$ cat src/rtl/elevator_pkg.sv
// Shared types and helpers for the elevator controller slice.
package elevator_pkg;

  localparam int unsigned DEF_NUM_FLOORS = 7;
  localparam int unsigned DEF_FLOOR_W    = $clog2(DEF_NUM_FLOORS);

  typedef logic [DEF_FLOOR_W-1:0] floor_t;

  typedef enum logic [1:0] {
    IDLE      = 2'd0,
    MOVE_UP   = 2'd1,
    MOVE_DOWN = 2'd2,
    DOOR_OPEN = 2'd3
  } state_t;

  // Thermometer code: floor f -> f low bits set.
  function automatic logic [31:0] therm(input logic [31:0] f);
    return (32'd1 << f) - 32'd1;
  endfunction

endpackage

$ cat src/rtl/elevator_controller_request_tracker.sv
// Latched call requests with clear-over-set, plus SCAN ahead/behind summaries
// relative to a reference floor.
module request_tracker
  import elevator_pkg::*;
#(
  parameter int unsigned NUM_FLOORS = DEF_NUM_FLOORS
) (
  input  logic                          clk,
  input  logic                          reset,
  input  logic [NUM_FLOORS-1:0]         call_req,
  input  logic [$clog2(NUM_FLOORS)-1:0] ref_floor,
  input  logic                          dir_up,
  input  logic                          serve,
  output logic [NUM_FLOORS-1:0]         pending,
  output logic                          here_c,
  output logic                          ahead_c,
  output logic                          behind_c
);

  logic [NUM_FLOORS-1:0] sel;
  logic [NUM_FLOORS-1:0] below;
  logic [NUM_FLOORS-1:0] above;
  logic                  any_above;
  logic                  any_below;

  // Masks of floors strictly above/below the reference floor.
  always_comb begin
    sel       = NUM_FLOORS'(1) << ref_floor;
    below     = sel - NUM_FLOORS'(1);
    above     = ~(below | sel);
    any_above = |(pending & above);
    any_below = |(pending & below);
    here_c    = |(pending & sel);
    ahead_c   = dir_up ? any_above : any_below;
    behind_c  = dir_up ? any_below : any_above;
  end

  always_ff @(posedge clk or posedge reset) begin
    if (reset) pending <= '0;
    else       pending <= (pending | call_req) & ~(serve ? sel : '0);
  end

endmodule

$ cat src/rtl/elevator_controller.sv
// Single-car SCAN elevator sequencer: floor counter, travel/door timer and
// the state machine; request bookkeeping lives in request_tracker.
module elevator_controller
  import elevator_pkg::*;
#(
  parameter int unsigned NUM_FLOORS    = DEF_NUM_FLOORS,
  parameter int unsigned TRAVEL_CYCLES = 4,
  parameter int unsigned DOOR_CYCLES   = 3
) (
  input  logic                          clk,
  input  logic                          reset,
  input  logic [NUM_FLOORS-1:0]         call_req,
  output logic [NUM_FLOORS-2:0]         floor,
  output logic [$clog2(NUM_FLOORS)-1:0] cur_floor,
  output logic [NUM_FLOORS-1:0]         pending,
  output logic                          dir_up,
  output logic                          moving,
  output logic                          door_open
);

  localparam int unsigned FW    = $clog2(NUM_FLOORS);
  localparam int unsigned FVW   = NUM_FLOORS - 1;
  localparam int unsigned MAX_T = (TRAVEL_CYCLES > DOOR_CYCLES) ? TRAVEL_CYCLES : DOOR_CYCLES;
  localparam int unsigned TW    = $clog2(MAX_T + 1);

  state_t          state_q, state_n;
  logic [TW-1:0]   timer_q, timer_n;
  logic [FW-1:0]   cur_floor_n;
  logic            dir_up_n;
  logic            arrive_c;
  logic            here_c, ahead_c, behind_c;

  request_tracker #(.NUM_FLOORS(NUM_FLOORS)) u_tracker (
    .clk       (clk),
    .reset     (reset),
    .call_req  (call_req),
    .ref_floor (cur_floor_n),
    .dir_up    (dir_up),
    .serve     (state_n == DOOR_OPEN),
    .pending   (pending),
    .here_c    (here_c),
    .ahead_c   (ahead_c),
    .behind_c  (behind_c)
  );

  // Floor counter steps on the last travel cycle; ends are hard limits.
  always_comb begin
    arrive_c    = ((state_q == MOVE_UP) || (state_q == MOVE_DOWN)) && (timer_q == TW'(1));
    cur_floor_n = cur_floor;
    if (arrive_c) begin
      if ((state_q == MOVE_UP) && (cur_floor != FW'(NUM_FLOORS - 1)))
        cur_floor_n = cur_floor + FW'(1);
      else if ((state_q == MOVE_DOWN) && (cur_floor != '0))
        cur_floor_n = cur_floor - FW'(1);
    end
  end

  always_comb begin
    state_n  = state_q;
    timer_n  = timer_q;
    dir_up_n = dir_up;
    unique case (state_q)
      IDLE: begin
        if (here_c) begin
          state_n = DOOR_OPEN;
          timer_n = TW'(DOOR_CYCLES);
        end else if (ahead_c) begin
          state_n = dir_up ? MOVE_UP : MOVE_DOWN;
          timer_n = TW'(TRAVEL_CYCLES);
        end else if (behind_c) begin
          dir_up_n = ~dir_up;
          state_n  = dir_up ? MOVE_DOWN : MOVE_UP;
          timer_n  = TW'(TRAVEL_CYCLES);
        end
      end
      MOVE_UP, MOVE_DOWN: begin
        if (arrive_c) begin
          if (here_c) begin
            state_n = DOOR_OPEN;
            timer_n = TW'(DOOR_CYCLES);
          end else if (ahead_c) begin
            timer_n = TW'(TRAVEL_CYCLES);
          end else begin
            state_n = IDLE;
            timer_n = '0;
          end
        end else begin
          timer_n = timer_q - TW'(1);
        end
      end
      DOOR_OPEN: begin
        // A fresh call for this floor keeps the door open a full period.
        if (call_req[cur_floor]) begin
          timer_n = TW'(DOOR_CYCLES);
        end else if (timer_q == TW'(1)) begin
          if (ahead_c) begin
            state_n = dir_up ? MOVE_UP : MOVE_DOWN;
            timer_n = TW'(TRAVEL_CYCLES);
          end else if (behind_c) begin
            dir_up_n = ~dir_up;
            state_n  = dir_up ? MOVE_DOWN : MOVE_UP;
            timer_n  = TW'(TRAVEL_CYCLES);
          end else begin
            state_n = IDLE;
            timer_n = '0;
          end
        end else begin
          timer_n = timer_q - TW'(1);
        end
      end
      default: begin
        state_n = IDLE;
        timer_n = '0;
      end
    endcase
  end

  always_ff @(posedge clk or posedge reset) begin
    if (reset) begin
      state_q   <= IDLE;
      timer_q   <= '0;
      cur_floor <= '0;
      dir_up    <= 1'b1;
      floor     <= '0;
      moving    <= 1'b0;
      door_open <= 1'b0;
    end else begin
      state_q   <= state_n;
      timer_q   <= timer_n;
      cur_floor <= cur_floor_n;
      dir_up    <= dir_up_n;
      floor     <= FVW'(therm(32'(cur_floor_n)));
      moving    <= (state_n == MOVE_UP) || (state_n == MOVE_DOWN);
      door_open <= (state_n == DOOR_OPEN);
    end
  end

endmodule

$ cat config.mk
export PLATFORM = sky130hd
export DESIGN_NAME = elevator_controller
export DESIGN_NICKNAME = d
export VERILOG_FILES = /design/src/rtl/elevator_pkg.sv /design/src/rtl/elevator_controller_request_tracker.sv /design/src/rtl/elevator_controller.sv
export SDC_FILE = /design/constraint.sdc
export NUM_CORES = 1
export LEC_CHECK = 0
export CORE_ASPECT_RATIO = 1.1
export CORE_MARGIN = 2
export CORE_UTILIZATION = 54
export DETAILED_ROUTE_END_ITERATION = 10
export HOLD_SLACK_MARGIN = 0.15
export PLACE_DENSITY = 0.77
export SLEW_MARGIN = 25
export SYNTH_ARGS = -nofsm -noshare
export SYNTH_HDL_FRONTEND = slang
export SYNTH_SLANG_ARGS = --single-unit
$ cat constraint.sdc
create_clock -name clk -period 4.8 [get_ports clk]
set_input_delay 0.96 -clock clk [delete_from_list [all_inputs] [get_ports clk]]
set_output_delay 0.96 -clock clk [all_outputs]
set_load 0.1 [all_outputs]
* After elaboration in Yosys (flattened, before gate mapping)
Index checks and enable logic that the tools add are counted.
** Operators by class
- Add/subtract/negate cells :: 5
- $lt $le $gt $ge :: 1
- Equality and inequality tests :: 12
- Shift-type cells :: 2
- Muxes and demuxes :: 38
- Bitwise operators :: 9
- Reductions and logical operators :: 13
** Operators with widths (number)
- 3-bit two-way mux :: 13
- 7-bit AND :: 4
- 2-bit two-way mux :: 12
- 7-bit OR reduction :: 3
- 7-bit NOT :: 2
- 7-bit OR :: 2
- 3-bit case mux with 3 select lines :: 1
- 2-bit == test (second input constant) :: 4
- 1-bit two-way mux :: 8
- 7-bit two-way mux :: 1
- 1-bit by 3-bit left shift with 7-bit output (first input constant) :: 1
- 7-bit by 1-bit subtractor with 7-bit output (second input constant) :: 1
- 2-bit inequality test (second input constant) :: 3
- 2-bit case mux with 3 select lines :: 1
- 1-bit by 3-bit left shift with 6-bit output (first input constant) :: 1
- 3-bit by 1-bit subtractor with 3-bit output (second input constant) :: 2
- 6-bit by 1-bit subtractor with 6-bit output (second input constant) :: 1
- 2-bit by 1-bit == test with 1-bit output (second input constant) :: 2
- 3-bit by 4-bit < comparator with 1-bit output (second input constant) :: 1
- 4-bit inequality test (second input constant) :: 1
- 4-bit AND reduction :: 1
- 3-bit by 1-bit adder with 3-bit output (second input constant) :: 1
- 1-bit binary-select mux with 3-bit select :: 1
- 3-bit by 1-bit == test with 1-bit output (second input constant) :: 1
- other kinds (9) :: 12
** Storage, ports and cells
- Flip-flop bits (word level) :: 24
- Input bits :: 9
- Output and inout bits :: 19
- Logic and storage cells :: 88

* Longest topological paths before layout
Gate-level depths: netlist of the first run.
- Word-level depth :: 21
- Mapped depth :: 21
- Gate-level depth less buffers :: 20

* Modules after synthesis
Synthesis of the first run repeated with hierarchy kept, for this count alone.
** Unflattened totals
- Cell total of the unflattened synthesis :: 183
- Area, all modules :: 1730.4 um^2
** Modules (own cells, without submodules)
- elevator_controller :: instances 1, cells an instance 125, area each 1251.2 um^2
- request_tracker :: instances 1, cells an instance 58, area each 479.2 um^2

* Worst setup path before layout of the first run
OpenSTA, ideal clock, no wires.
- Kind :: flip-flop to flip-flop
- Start :: register cur_floor[0]
- End :: register u_tracker.pending[4]
- Arrival :: 4.799 ns
- Required time :: 4.679 ns
- Path slack :: -0.120 ns
- Cell stages (with the launch flop) :: 21
- Buffers on the path :: 0
- Cells stage by stage :: dfrtp_1 > inv_1 > ha_1 > a21boi_4 > mux2i_1 > nor3_4 > xnor2_2 > nand2_1 > ha_1 > nand3_1 > ha_1 > a22oi_1 > nand2_1 > a221o_1 > nor2_1 > a21oi_1 > a21o_1 > a2bb2oi_1 > ha_1 > nand2_1 > o22a_1
** Between the ends
- Word-level cells in the longest chain between the ends :: 21
** Ends and longest elaborated chain
- start, declared :: RTL line elevator_controller.sv:14 : output logic [$clog2(NUM_FLOORS)-1:0] cur_floor,
- start signal, assigned :: RTL line elevator_controller.sv:130 : cur_floor <= cur_floor_n;
- parallel branches: the longest is 16 deep, another holds 7-bit by 1-bit subtractor with 7-bit output
- 2-bit case mux with 3 select lines (*) :: RTL line elevator_controller.sv:62 : unique case (state_q)
- named net state_n[0] :: RTL line elevator_controller.sv:26 : state_t state_q, state_n;
- 2-bit == test (*) :: RTL line elevator_controller.sv:39 : .serve (state_n == DOOR_OPEN),
- named net u_tracker.serve :: RTL line elevator_controller_request_tracker.sv:13 : input logic serve,
- 7-bit two-way mux (*) :: RTL line elevator_controller_request_tracker.sv:40 : else pending <= (pending | call_req) & ~(serve ? sel : '0);
- 7-bit NOT (*) :: RTL line elevator_controller_request_tracker.sv:40
- 7-bit AND (*) :: RTL line elevator_controller_request_tracker.sv:40
- end signal, assigned :: RTL line elevator_controller_request_tracker.sv:40
- end, declared :: RTL line elevator_controller_request_tracker.sv:14 : output logic [NUM_FLOORS-1:0] pending,
Mark *: on every way through the listed nets, which the timed path passes. The select of a mux whose other input is x is not followed.
A chain may end at the register's enable or synchronous reset.

* Worst setup path after layout of the first run
- Start :: register state_q[1]
- End :: register u_tracker.pending[4]
** Between the ends
- Word-level cells in the longest chain between the ends :: 21
** Ends and longest elaborated chain
- start, declared :: RTL line elevator_controller.sv:26
- start signal, assigned :: RTL line elevator_controller.sv:128 : state_q <= state_n;
- 2-bit == test :: RTL line elevator_controller.sv:48, elevator_controller.sv:53, elevator_controller.sv:62
- 1-bit logical AND :: RTL line elevator_controller.sv:53 : else if ((state_q == MOVE_DOWN) && (cur_floor != '0))
- 3-bit two-way mux :: RTL line elevator_controller.sv:53
- 3-bit two-way mux :: RTL line elevator_controller.sv:51 : if ((state_q == MOVE_UP) && (cur_floor != FW'(NUM_FLOORS - 1)))
- 3-bit two-way mux :: RTL line elevator_controller.sv:50 : if (arrive_c) begin
- 1-bit by 3-bit left shift with 7-bit output :: RTL line elevator_controller_request_tracker.sv:28 : sel = NUM_FLOORS'(1) << ref_floor;
- 7-bit by 1-bit subtractor with 7-bit output :: RTL line elevator_controller_request_tracker.sv:29 : below = sel - NUM_FLOORS'(1);
- 7-bit OR :: RTL line elevator_controller_request_tracker.sv:30 : above = ~(below | sel);
- (+7 left out)
- 2-bit two-way mux :: RTL line elevator_controller.sv:93 : if (call_req[cur_floor]) begin
- 2-bit case mux with 3 select lines (*) :: RTL line elevator_controller.sv:62
- named net state_n[0] :: RTL line elevator_controller.sv:26
- 2-bit == test (*) :: RTL line elevator_controller.sv:39
- named net u_tracker.serve :: RTL line elevator_controller_request_tracker.sv:13
- 7-bit two-way mux (*) :: RTL line elevator_controller_request_tracker.sv:40
- 7-bit NOT (*) :: RTL line elevator_controller_request_tracker.sv:40
- 7-bit AND (*) :: RTL line elevator_controller_request_tracker.sv:40
Mark *: on every way through the listed nets, which the timed path passes. The rest lies on a longest branch.

==> reports/metrics.csv, run 1 <==
stage,metric,value,unit
timing,finalSetupTns,0,ns
timing,clock.fmax,0.222,GHz
setup_path,timing.rr.start,state_q[1],
clocking,clock_sinks,24,
logic_synthesis,yosys_warnings,0,
placement,gp_congestion,0.952,
setup_path,crit_required,5.02,ns
logic_synthesis,synth_top_area_frac,0.316,
clocking,cts_setup_buffers,0,
timing,tightestPinTransition,0.987,ns
logic_synthesis,syn_inst,192,
timing,fin_skew,0.00310,ns
routing,dr.first_iter.drc_count,90,
routing,num_vias,1650,
timing,hold_viol,0,
logic_synthesis,seq_area_frac_synth,0.330,
setup_path,r2r_cells,19,
global_route,grt-ovfl-total,0,
routing,viasPerCell,6.35,
floorplan,core,3280,um2
setup_path,crit_chain,inv_1 > ha_1 > a21boi_4 > mux2i_4 > nor3_4 > xnor2_4 > nand2_1 > ha_1 > nand3_1 > ha_1 > a22oi_1 > nand2_1 > a221o_1 > o21ai_0 > a32o_1 > a2bb2oi_1 > ha_2 > nand2_1 > o22a_1,
logic_synthesis,async_reset_ff_frac,1.00,
floorplan,die_area,3860,um2
hold_path,min_path_type,flop to flop,
logic_synthesis,yosys-top-cells-area,"dfrtp_1 32%, ha_1 13%, nand2_1 4.5%, mux2i_1 4.4%, inv_1 3.1%",
layout,layout.nets,253,
timing,rsz0062_at_grt,false,
layout,antenna_cells,0,
clocking,tritoncts,built,
global_route,grtUsageTotal,0.271,
setup_path,crit_end,u_tracker.pending[4],
logic_synthesis,synth.ff_latch_count,24,
setup_path,max_stage_delay,0.45,ns
global_route,grt_start_max_net_pins,25,
setup_path,timing.rr.end,u_tracker.pending[4],
routing,drtAntennaViolNets,0,
timing,finalCritPeriodShare,0.939,
layout,areaGrowthSynthToFinish,22.4,%
logic_synthesis,synth-edff-count,0,
placement,port_buffers,27,
routing,routed_wirelength,4700,um
logic_synthesis,synth_nets,220,
placement,hpwl,3570,um
setup_path,worst_ep_arrival_time,4.73,ns
clocking,path_clk_slew,0.14,ns
routing,drc,0,
setup_path,crit_start,state_q[1],
setup_path,ff2ff_setup_slack,0.29,ns
floorplan,die_width,59.4,um
setup_path,crit_path_end_kind,flop,
logic_synthesis,synthDistinctLibCells,55,
floorplan,dieHeight,65.0,um
layout,nFillCells,263,
layout,ff_latch_area,603,um2
setup_path,critPathKind,flop to flop,
clocking,clkLatencyLatePin,0.32,ns
setup_path,worstSetupStartpointType,flop,
floorplan,start_util,0.557,
layout,drive_gt1_frac,0.125,
setup_path,cp_max_fo,9,
setup_path,path_buf_inv,1,
layout,multi_input_area,1170,um2
timing,setup_violations,0,
outcome,status,"complete, no violations",
logic_synthesis,syn_area,1820,um2
floorplan,io_pins,28,
clocking,hold_buffers,0,
global_route,grt_pass1_vias,1662,
timing,slew_violations,0,
clocking,htree_levels,1,
routing,wl_per_cell,18.1,um
timing,maxSlewHeadroom,0.340,
routing,dr.pass1.iters,5,
setup_path,cp_slowest_cell,dfrtp_1,
logic_synthesis,synth_area_per_cell,9.50,um2
logic_synthesis,synth_ff_type,dfrtp_1,
global_route,antenna_found_initial,0,
logic_synthesis,synth_top_area_cell,dfrtp_1,
timing,finalCriticalPeriod,4.51,ns
global_route,grt_pass1_wl,7960,um
floorplan,rows,22,
setup_path,cp_top_family,compound AO/OA/AOI/OAI gates,
logic_synthesis,synth_commonest_cells,"23 x dfrtp_1, 22 x nand2_1, 19 x ha_1",
logic_synthesis,yosys.cell_count.top_type,dfrtp_1,
clocking,cts-root-buf,clkbuf_4,
flow_run,max_cap_viol_count,0,
clocking,cts_made_buffers,3,
setup_path,critical_path_depth,19,
clocking,clk_path_buf_depth,2,
## layout by cell type, fill, tap and decap left out, types with 4 or more instances in the layout
cell	synthesis	final
clkdlybuf4s50_1	0	27
nand2_1	22	22
dfrtp_1	23	22
ha_1	19	18
nor2_1	15	15
inv_1	15	14
a31oi_1	8	8
mux2i_1	8	7
nand3_1	6	6
a22oi_1	5	5
a21o_1	4	4
buf_4	0	4
## metal layers
metal,wire (um),vias to the layer above,GRT usage
met5,0,-,0
met4,86,0,0.0909
met3,198,10,0.0299
met2,2240,60,0.416
met1,2180,802,0.391
li1,-,778,-
## how the worst min path moves through the flow
stage	from	endpoint	slack [ns]	cells after the start
CTS	timer_q[1]	timer_q[1]	0.53	1
global placement	timer_q[1]	timer_q[1]	0.50	1
finish	timer_q[1]	timer_q[1]	0.53	1
detailed placement	timer_q[1]	timer_q[1]	0.50	1
floorplan	timer_q[1]	timer_q[1]	0.47	1
global route	timer_q[1]	timer_q[1]	0.57	1
## logic make-up after synthesis
group,share of synthesized area
buffers and inverters,0.0473
adders and majority gates,0.130
DFF,0.330
xor gates and xnor gates,0.0185
muxes,0.0624
AOI/OAI and AO/OA,0.239
and+or+nand+nor,0.172
## registers in the layout (all words and copies together), names as in the netlist
register and count:
cur_floor 3, dir_up 1, door_open 1, floor 6
moving 1, state_q 2, timer_q 3, u_tracker.pending 7
## metrics by stage
stage	utilization	cell area (um2)	hold slack (ns)	instances	setup slack, ns
floorplan	-	1830	0.473	192	0.0871
global route	0.681	2230	0.573	260	0.00752
CTS	0.671	2200	0.533	260	0.0242
global placement	0.655	2140	0.500	256	0.180
finish	0.681	2230	0.535	260	0.294
detailed placement	0.655	2140	0.500	256	0.0726
## layout make-up
type / instances / share of cell area
repair buffers: 31 / 0.135
inverters: 16 / 0.0269
well taps: 36 / 0.0202
clock inverters: 1 / 0.0135
flip-flops and latches: 24 / 0.270
multi-input cells: 149 / 0.525
clock buffers: 3 / 0.0101
## what timing repair did
action,4_1_cts,5_1_grt
hold endpoints to repair,0,0
gates resized for setup,0,6
setup endpoints to repair,0,9
## worst reg2reg max path, cell delays in order, from the launching register on
cell and delay [ns]:
dfrtp_1 0.45, inv_1 0.15, ha_1 0.30, a21boi_4 0.27
mux2i_4 0.30, nor3_4 0.08, xnor2_4 0.30, nand2_1 0.15
ha_1 0.26, nand3_1 0.09, ha_1 0.22, a22oi_1 0.20
nand2_1 0.08, a221o_1 0.33, o21ai_0 0.24, a32o_1 0.21
a2bb2oi_1 0.23, ha_2 0.32, nand2_1 0.07, o22a_1 0.15
Power of run 1 is not shown: default switching activity piles up to over one toggle a cycle in this logic, so the estimate is an artifact.
==> inputs of run 2 (changes only) <==
- CAP_MARGIN: default -> 20
- CELL_PAD_IN_SITES_DETAIL_PLACEMENT: default -> 1
- CELL_PAD_IN_SITES_GLOBAL_PLACEMENT: default -> 1
- CORE_UTILIZATION: 54 -> 41
- MAX_ROUTING_LAYER: default -> met4
- PLACE_DENSITY: 0.77 -> 0.76
==> reports/metrics.csv, run 2 (synthesis results as in run 1) <==
stage,metric,value,unit,change
outcome,status,"complete, no violations",,
timing,finalSetupTns,0,ns,unchanged
timing,rsz0062_at_grt,false,,
layout,layout_common_cells,"27 x clkdlybuf4s50_1, 22 x nand2_1, 21 x dfrtp_1",,
setup_path,crit_path_end_kind,flop,,
floorplan,io_pins,28,,unchanged
layout,regMostFlops,u_tracker.pending,,
clocking,clkLatencyLatePin,0.27,ns,-0.05 ns
global_route,grt_pass1_vias,1866,,+12%
setup_path,cp_max_fo,8,,-1
routing,routed_wirelength,5530,um,+18%
floorplan,rows,25,,+14%
floorplan,dieHeight,74.0,um,+14%
routing,dr.pass1.iters,4,,-1
global_route,antenna_found_initial,0,,unchanged
clocking,path_clk_slew,0.09,ns,-0.05 ns
layout,layout_commonest_cell,clkdlybuf4s50_1,,
layout,drive_gt1_frac,0.161,,+0.0359
clocking,clock_sinks,24,,unchanged
timing,slew_violations,0,,unchanged
global_route,grt-ovfl-total,0,,unchanged
timing,tightestPinTransition,0.988,ns,+0.00135 ns
layout,largest_register_ffs,7,,unchanged
layout,reg_top3,"u_tracker.pending: 7 flops, floor: 6 flops",,
placement,port_buffers,27,,unchanged
hold_path,min_path_type,flop to flop,,
clocking,clk_path_buf_depth,2,,unchanged
placement,hpwl,4320,um,+21%
setup_path,crit_required,5.01,ns,about the same
routing,viasPerCell,5.89,,-7.2%
layout,antenna_cells,0,,unchanged
clocking,hold_buffers,0,,unchanged
layout,utilization,0.539,,-0.143
global_route,grt_start_max_net_pins,25,,unchanged
timing,finalCritPeriodShare,0.918,,-0.0204
routing,drtAntennaViolNets,0,,unchanged
timing,setup_violations,0,,unchanged
timing,maxSlewHeadroom,0.339,,-0.000902
setup_path,worst_ep_arrival_time,4.62,ns,-0.11 ns
routing,wl_per_cell,19.5,um,+7.7%
timing,clock.fmax,0.227,GHz,+2.2%
timing,finalCriticalPeriod,4.41,ns,-0.0981 ns
floorplan,start_util,0.426,,-0.131
clocking,cts-root-buf,clkbuf_8,,
layout,layout.nets,259,,+2.4%
flow_run,max_cap_viol_count,0,,unchanged
floorplan,die_width,67.6,um,+14%
placement,gp_congestion,0.890,,-6.5%
layout,areaGrowthSynthToFinish,26.5,%,
timing,hold_viol,0,,unchanged
clocking,cts_made_buffers,3,,unchanged
routing,drc,0,,unchanged
floorplan,core,4290,um2,+31%
timing,fin_skew,0.00505,ns,+0.00195 ns
clocking,htree_levels,1,,unchanged
global_route,grt_pass1_wl,9060,um,+14%
setup_path,critPathKind,flop to flop,,
routing,num_vias,1673,,+1.4%
floorplan,die_area,5000,um2,+30%
clocking,tritoncts,built,,
routing,dr.first_iter.drc_count,95,,+5.6%
timing,holdWs,0.513,ns,-0.0215 ns
global_route,grtUsageTotal,0.247,,-0.0236
setup_path,worstSetupStartpointType,flop,,
==> run 2: stage by stage <==
| step | area, um2 | instances | worst slack (ns) |
|---|---|---|---|
| after floorplan | 1830 | 192 | 0.0871 |
| after global placement | 2170 | 275 | 0.300 |
| after detailed placement | 2170 | 275 | 0.0946 |
| after CTS | 2230 | 279 | 0.0621 |
| after global routing | 2310 | 284 | 0.00533 |
| final | 2310 | 284 | 0.392 |
==> run 2: final cells by class <==
cell class / count / area [um2]
Clock buffer: 4 / 55.1
Fill cell: 491 / 1980
Inverter: 16 / 60.1
Multi-Input combinational cell: 149 / 1180
Sequential cell: 24 / 604
Tap cell: 54 / 67.6
Timing Repair Buffer: 37 / 345
==> run 2: worst max-delay path, cell delays in order, from the launching register on <==
cell,delay [ns]
dfrtp_1,0.41
inv_1,0.13
ha_1,0.31
and3b_1,0.24
o21a_2,0.16
a2111oi_4,0.41
a21o_1,0.20
inv_1,0.10
ha_1,0.23
nand3_1,0.08
ha_1,0.23
a22oi_1,0.19
nand2_1,0.07
a221o_1,0.34
o31ai_2,0.24
a21boi_0,0.17
a22o_1,0.26
a2bb2oi_1,0.14
ha_2,0.24
nand2_1,0.08
o22a_1,0.12
==> run 2: worst paths after layout <==
kind / start / endpoint / slack [ns] / cells past startpoint
max: state_q[1] / u_tracker.pending[4] / 0.39 / 20
min: timer_q[1] / timer_q[1] / 0.51 / 1
max reg2reg: state_q[1] / u_tracker.pending[4] / 0.39 / 20
min reg2reg: timer_q[1] / timer_q[1] / 0.51 / 1
max in group asynchronous: reset / cur_floor[0] / 3.24 / 2
min in group asynchronous: reset / u_tracker.pending[1] / 1.09 / 2
==> run 2: timing repair <==
item | in CTS | in global routing
setup endpoints to repair | 0 | 9
resized for setup | 0 | 10
buffers inserted | 0 | 5
==> run 2: metal layers <==
metal | track usage | part of all wire
met1 | 0.280 | 0.41
met4 | 0.0703 | 0.0099
met3 | 0.0363 | 0.031
met5 | - | 0
met2 | 0.448 | 0.55
Power of run 2 is left out for the same reason.
